### src/rtl/inst_fetch_ctrl.sv
// ---------------------------------------------------------------------------
// inst_fetch_ctrl : two-cycle SETUP/ACCESS instruction fetch sequencer.
// Optional macro FETCH_ALIGN_CHECK_EN: misaligned redirects halt the fetcher.
// Revision: 1.0
// ---------------------------------------------------------------------------
`default_nettype none

module inst_fetch_ctrl #(
  parameter logic [31:0] RESET_PC  = 32'h00000000,
  parameter int          MEM_BYTES = 256
) (
  input  logic        Clk,
  input  logic        Reset_n,
  output logic        MemEnable,
  output logic [31:0] MemAddress,
  input  logic [31:0] MemDataOut,
  input  logic        Stall,
  input  logic        BranchTaken,
  input  logic [31:0] BranchTarget,
  output logic [31:0] Instr,
  output logic        InstrValid,
  output logic [31:0] PC,
  output logic        FetchErr
);

  localparam logic [31:0] C_ADDR_MASK = 32'(MEM_BYTES - 1);

  typedef enum logic [1:0] {
    SETUP  = 2'd0,
    ACCESS = 2'd1,
    HALT   = 2'd2
  } state_t;

  state_t      r_state, w_state_nxt;
  logic [31:0] r_fptr, w_fptr_nxt;
  logic [31:0] r_instr, w_instr_nxt;
  logic [31:0] r_pc, w_pc_nxt;
  logic        r_valid, w_valid_nxt;
  logic        r_err, w_err_nxt;
  logic [31:0] w_redirect;
  logic        w_misaligned;

  assign w_redirect = BranchTarget & ~32'h3 & C_ADDR_MASK;

`ifdef FETCH_ALIGN_CHECK_EN
  assign w_misaligned = |BranchTarget[1:0];
`else
  assign w_misaligned = 1'b0;
`endif

  assign MemAddress = r_fptr;
  assign Instr      = r_instr;
  assign PC         = r_pc;
  assign InstrValid = r_valid;
  assign FetchErr   = r_err;

  always_ff @(posedge Clk or negedge Reset_n) begin
    if (!Reset_n) begin
      r_state <= SETUP;
      r_fptr  <= RESET_PC;
      r_instr <= '0;
      r_pc    <= '0;
      r_valid <= 1'b0;
      r_err   <= 1'b0;
    end else begin
      r_state <= w_state_nxt;
      r_fptr  <= w_fptr_nxt;
      r_instr <= w_instr_nxt;
      r_pc    <= w_pc_nxt;
      r_valid <= w_valid_nxt;
      r_err   <= w_err_nxt;
    end
  end

  always_comb begin
    w_state_nxt = r_state;
    w_fptr_nxt  = r_fptr;
    w_instr_nxt = r_instr;
    w_pc_nxt    = r_pc;
    w_valid_nxt = r_valid;
    w_err_nxt   = r_err;
    MemEnable   = 1'b0;

    // A held instruction is consumed on any cycle without back-pressure.
    if (r_state != HALT && !Stall) w_valid_nxt = 1'b0;

    case (r_state)
      SETUP: begin
        if (!Stall) w_state_nxt = ACCESS;
      end
      ACCESS: begin
        MemEnable   = 1'b1;
        w_instr_nxt = MemDataOut;
        w_pc_nxt    = r_fptr;
        w_valid_nxt = 1'b1;
        w_fptr_nxt  = (r_fptr + 32'd4) & C_ADDR_MASK;
        w_state_nxt = SETUP;
      end
      HALT: begin
      end
      default: w_state_nxt = SETUP;
    endcase

    // Redirect overrides both back-pressure and the capture of this cycle.
    if (BranchTaken && r_state != HALT) begin
      w_valid_nxt = 1'b0;
      w_instr_nxt = r_instr;
      w_pc_nxt    = r_pc;
      if (w_misaligned) begin
        w_err_nxt   = 1'b1;
        w_fptr_nxt  = r_fptr;
        w_state_nxt = HALT;
      end else begin
        w_fptr_nxt  = w_redirect;
        w_state_nxt = SETUP;
      end
    end
  end

endmodule

`default_nettype wire

### config.mk
export PLATFORM = sky130hd
export DESIGN_NAME = inst_fetch_ctrl
export DESIGN_NICKNAME = d
export VERILOG_FILES = /design/src/rtl/inst_fetch_ctrl.sv
export SDC_FILE = /design/constraint.sdc
export NUM_CORES = 1
export LEC_CHECK = 0
export CAP_MARGIN = 20
export CORE_UTILIZATION = 37
export CTS_CLUSTER_DIAMETER = 120
export CTS_CLUSTER_SIZE = 20
export DETAILED_ROUTE_END_ITERATION = 10
export PLACE_DENSITY = 0.85
export REMOVE_ABC_BUFFERS = 1
export SLEW_MARGIN = 20
export SYNTH_ARGS = -nofsm -noshare
export SYNTH_HDL_FRONTEND = slang
export SYNTH_SLANG_ARGS = --single-unit
export TNS_END_PERCENT = 100
### constraint.sdc
create_clock -name Clk -period 2.5 [get_ports Clk]
set_input_delay 0.5 -clock Clk [delete_from_list [all_inputs] [get_ports Clk]]
set_output_delay 0.5 -clock Clk [all_outputs]
set_load 0.01 [all_outputs]
# --- Yosys cells after proc, flatten, opt, wreduce, memory -nomap -nowiden ---
# Cells that the tools add are included.
op_classes:
  addsub: 1
  mul: 0
  n_div: 0
  n_lt_le_gt_ge: 0
  eq_ne: 5
  n_shift: 0
  n_mux: 9
  bitwise_logic: 1
  n_reduce_logical: 8
ops:
  columns: ["cell", "n"]
  rows:
  - ["$mux 32", 2]
  - ["$add 8x3->8 const B", 1]
  - ["$mux 1", 4]
  - ["$mux 2", 2]
  - ["$ne 2x2->1 const B", 2]
  - ["$pmux 2 s2", 1]
  - ["$reduce_and 2->1", 2]
  - ["$ne 3x3->1 const B", 1]
  - ["$reduce_bool 3->1", 1]
  - ["$eq 2x1->1 const B", 1]
  - ["$eq 2x2->1 const B", 1]
  - ["$logic_and 1x1->1", 2]
  - ["$logic_not 2->1", 1]
  - ["$reduce_bool 2->1", 1]
  - ["$logic_not 1->1", 1]
  - ["$not 1->1", 1]
word_totals:
  reg_bits: 99
  latchBits: 0
  ramBits: 0
  rom_bits: 0
  wordCells: 29
  memories: 0

# --- Longest topological paths before layout ---
depth:
  depth_word: 5
  mapped_depth: 5

# --- Worst setup path after synthesis ---
# OpenSTA, ideal clock, no wires.
synth_path:
  path_kind: "reg2reg"
  from: "register r_state[0]"
  to: "register r_instr[0], in the netlist Instr[0]"
  arrival_time_ns: 1.255
  required_time_ns: 2.375
  setup_slack_ns: 1.120
  path_stages_with_launch: 6
  cell_sequence: "dfrtp_1 -> buf_6 -> nor2b_4 -> buf_6 -> buf_12 -> mux2_4"
synth_between:
  elab_chain_len: 4
synth_rtl:
  columns: ["item", "line", "source"]
  rows:
  - ["from (decl)", "34", "state_t r_state, w_state_nxt;"]
  - ["from (signal assigned)", "66", "r_state <= w_state_nxt;"]
  - ["$ne 2x2->1", "105", "if (BranchTaken && r_state != HALT) begin"]
  - ["$logic_and 1x1->1", "105", null]
  - ["$not 1->1 (no line)", null, null]
  - ["$reduce_and 2->1 (no line) (*)", null, null]
  - ["to (signal assigned)", "68", "r_instr <= w_instr_nxt;"]
  - ["to (decl)", "36", "logic [31:0] r_instr, w_instr_nxt;"]
# Every way passes the cells marked *; elsewhere a longest branch is shown, timed or not.
# A chain may end at the register's enable or synchronous reset.

# --- Worst setup path in the final report ---
layout_path:
  from: "register r_state[0]"
  to: "output port MemEnable"
layout_between:
  elab_chain_len: 2
layout_rtl:
  columns: ["item", "line", "source"]
  rows:
  - ["$eq 2x1->1", "87", "case (r_state)"]
  - ["$mux 1", "87", null]
  - ["to (decl)", "14", "output logic MemEnable,"]
# No other way between the ends.

==> results.sh <==
export IMPL_grt_pass1_wl_um=6710
export IMPL_io_pins=167
export IMPL_routabilityCongestion=0.699
export IMPL_p_comb_share_pct=33.9
export IMPL_synth_top_area_share_pct=49.8
export IMPL_cts_root_buf="clkbuf_8"
export IMPL_crit_buf_inv=1
export IMPL_synth_most_common_cell="buf_4"
export IMPL_async_flop_share_pct=100
export IMPL_r2r_cells=3
export IMPL_grt_pass1_vias=1397
export IMPL_place_hpwl_um=3220
export IMPL_port_buffers=87
export IMPL_final_layout_size_suffix_gt1_share_pct=18.5
export IMPL_viasPerCell=4.21
export IMPL_p_sw_share_pct=27.0
export IMPL_die_w_um=81.1
export IMPL_relSlewSlack_pct=62.9
export IMPL_power_clock_fraction_pct=19.8
export IMPL_crit_arrival_ns=1.44
export IMPL_fillers=525
export IMPL_hp_class="in2async"
export IMPL_dp_worst_setup_slack_ns=0.560
export IMPL_seq_area_frac_synth_pct=49.8
export IMPL_cp_required_ns=2.00
export IMPL_leakage_uw=0.00139
export IMPL_yosysWarnings=0
export IMPL_ir_drop_mv=0.270
export IMPL_rows=28
export IMPL_antenna_found_initial=0
export IMPL_die_h_um=81.1
export IMPL_post_cts_buffers=0
export IMPL_hold_buffers=0
export IMPL_slew_viol_final=0
export IMPL_diodes=0
export IMPL_hold_viol=0
export IMPL_p_sw_uw=572
export IMPL_drt_pass1_iterations=4
export IMPL_initial_core_util_pct=38.6
export IMPL_track_usage_pct=13.4
export IMPL_crit_chain="clkdlybuf4s50_1"
export IMPL_wl_per_cell_um=12.5
export IMPL_critPathCaptureType="primary output"
export IMPL_h_tree_depth=2
export IMPL_drtIter0Drc=12
export IMPL_drc_errors=0
export IMPL_syn_area_per_cell_um2=13.3
export IMPL_nNetsFinal=334
export IMPL_cp_slowest_stage_delay_ns=0.60
export IMPL_fin_crit_ns=1.94
export IMPL_cp_depth=1
export IMPL_yosys_area_top_type="dfrtp_1"
export IMPL_post_cts_resized=0
export IMPL_rsz0062_at_grt="false"
export IMPL_synthCells=174
export IMPL_start_kind="flop"
export IMPL_synth_edf_count=0
export IMPL_clock_path_buffers=2
export IMPL_clk_pin_slew_worst_paths_ns=0.08
export IMPL_ant_nets=0
export IMPL_coreArea_mm2=0.00599
export IMPL_p_int_uw=1550
export IMPL_cap_violations=0
export IMPL_yosys_top_cells_count="buf_4, dfrtp_1, mux2_4, mux2_2, nand2_1"
export IMPL_cp_slowest_cell="clkdlybuf4s50_1"
export IMPL_yosys_top_cells_area="dfrtp_1, buf_4, mux2_4"
export IMPL_fin_skew_ns=0.00528
export IMPL_clock_fmax_mhz=516
export IMPL_period_share_pct=77.5
export IMPL_worst_pin_slew_ns=0.556
export IMPL_critPathMaxFanout=10
export IMPL_wl_um=4260
export IMPL_vias=1430
export IMPL_gr_total_overflow=0
export IMPL_synth_seq_cells=46
export IMPL_regToRegSetupSlack_ns=0.92
export IMPL_crit_type="reg2out"
export IMPL_clk_latency_ns=0.29
export IMPL_setup_violations=0
export IMPL_yosysUniqueCellTypes=22
export IMPL_status="complete, no violations"
export IMPL_syn_to_final_growth_pct=34.7
export IMPL_fin_ws_ns=0.563
export IMPL_pwr_share_seq_pct=46.3
export IMPL_syn_area_mm2=0.00231
export IMPL_grt_max_degree=25
export IMPL_crit_family="buffers and inverters"
export IMPL_cts_tree="done"
export IMPL_clkSinkCount=46
export IMPL_synthFlopType="dfrtp_1"
export IMPL_die_area_mm2=0.00657
export IMPL_cts_buffers=5
export IMPL_fin_tns_setup_ns=0
export IMPL_power_density_mw_per_mm2=682
-- sequential cells by signal (all words and copies together), names as in the netlist --
signal	flops
Instr	32
InstrValid	1
MemAddress	6
PC	6
r_state	1
-- final timing paths --
check / start / to
max in group asynchronous: Reset_n / Instr[11]
hold reg to reg: Instr[23] / Instr[23]
hold / removal: Reset_n / MemAddress[6]
setup / recovery: r_state[0] / MemEnable
setup reg to reg: r_state[0] / Instr[21]
min in group Clk: Instr[23] / Instr[23]
-- worst register-to-register path, delay by kind of cell, from the launching register on --
kind	cells	cell delay (ns)
simple gates	1	0.22
flops	1	0.54
buf+inv	1	0.31
mux	1	0.40
-- area by class of cell --
class                      instances  area [um2]  share of cell area, %
sequential                        46        1150                   37.0
tap                               75        93.8                   3.01
multi-input combinational        121         885                   28.4
clock buffer                       7        76.3                   2.45
timing repair buffer              91         908                   29.2
-- power by group through the flow --
stage / clock (uW) / sequential [uW] / combinational [uW]
floorplan: 0 / 1060 / 228
global placement: 0 / 989 / 711
detailed placement: 0 / 998 / 726
CTS: 441 / 987 / 728
global route: 471 / 1010 / 772
finish: 420 / 983 / 719
-- cells by family (layout without fill, tap and decap cells) --
logic type	after synthesis	count (layout)	share of synthesized area, %
other cells	1	53	0.162
flops	46	46	49.8
compound gates	7	7	1.51
simple gates	17	17	3.90
mux	39	39	22.2
xor+xnor	4	4	1.52
fa+ha+maj	1	1	0.541
buf+inv	59	98	20.4
-- placed cells by master, fill, tap and decap left out, drive strengths merged --
cell,Yosys,routed
dfrtp,46,46
mux2i,1,1
ha,1,1
or4,1,1
nor2,1,1
nor2b,2,2
xnor2,1,1
nor3,1,1
a21oi,1,1
buf,58,5
nand4,2,2
xor2,3,3
o21ai,6,6
clkbuf,1,7
nand2,7,7
nand3,3,3
clkdlybuf4s50,0,86
mux2,38,38
conb,1,53
-- through the flow --
step | power, uW | std cells | cell area, um2 | hold WS (ns) | util (%)
after floorplan | 1290 | 167 | 2040 | 0.204 | -
after detailed placement | 1720 | 333 | 3040 | 0.494 | 50.7
final | 2120 | 340 | 3110 | 0.191 | 52.0
after global routing | 2250 | 340 | 3110 | 0.226 | 52.0
after global placement | 1700 | 333 | 3040 | 0.489 | 50.7
after CTS | 2160 | 340 | 3110 | 0.220 | 52.0
-- layer usage --
metal,vias to the layer above,GRT usage (%),part of all wire (%)
met5,-,0,0
met1,691,15.1,39
met4,0,3.21,0.89
li1,655,-,-
met2,78,24.3,52
met3,6,4.49,8.0
Note: power is estimated with default switching activity, not from simulation.
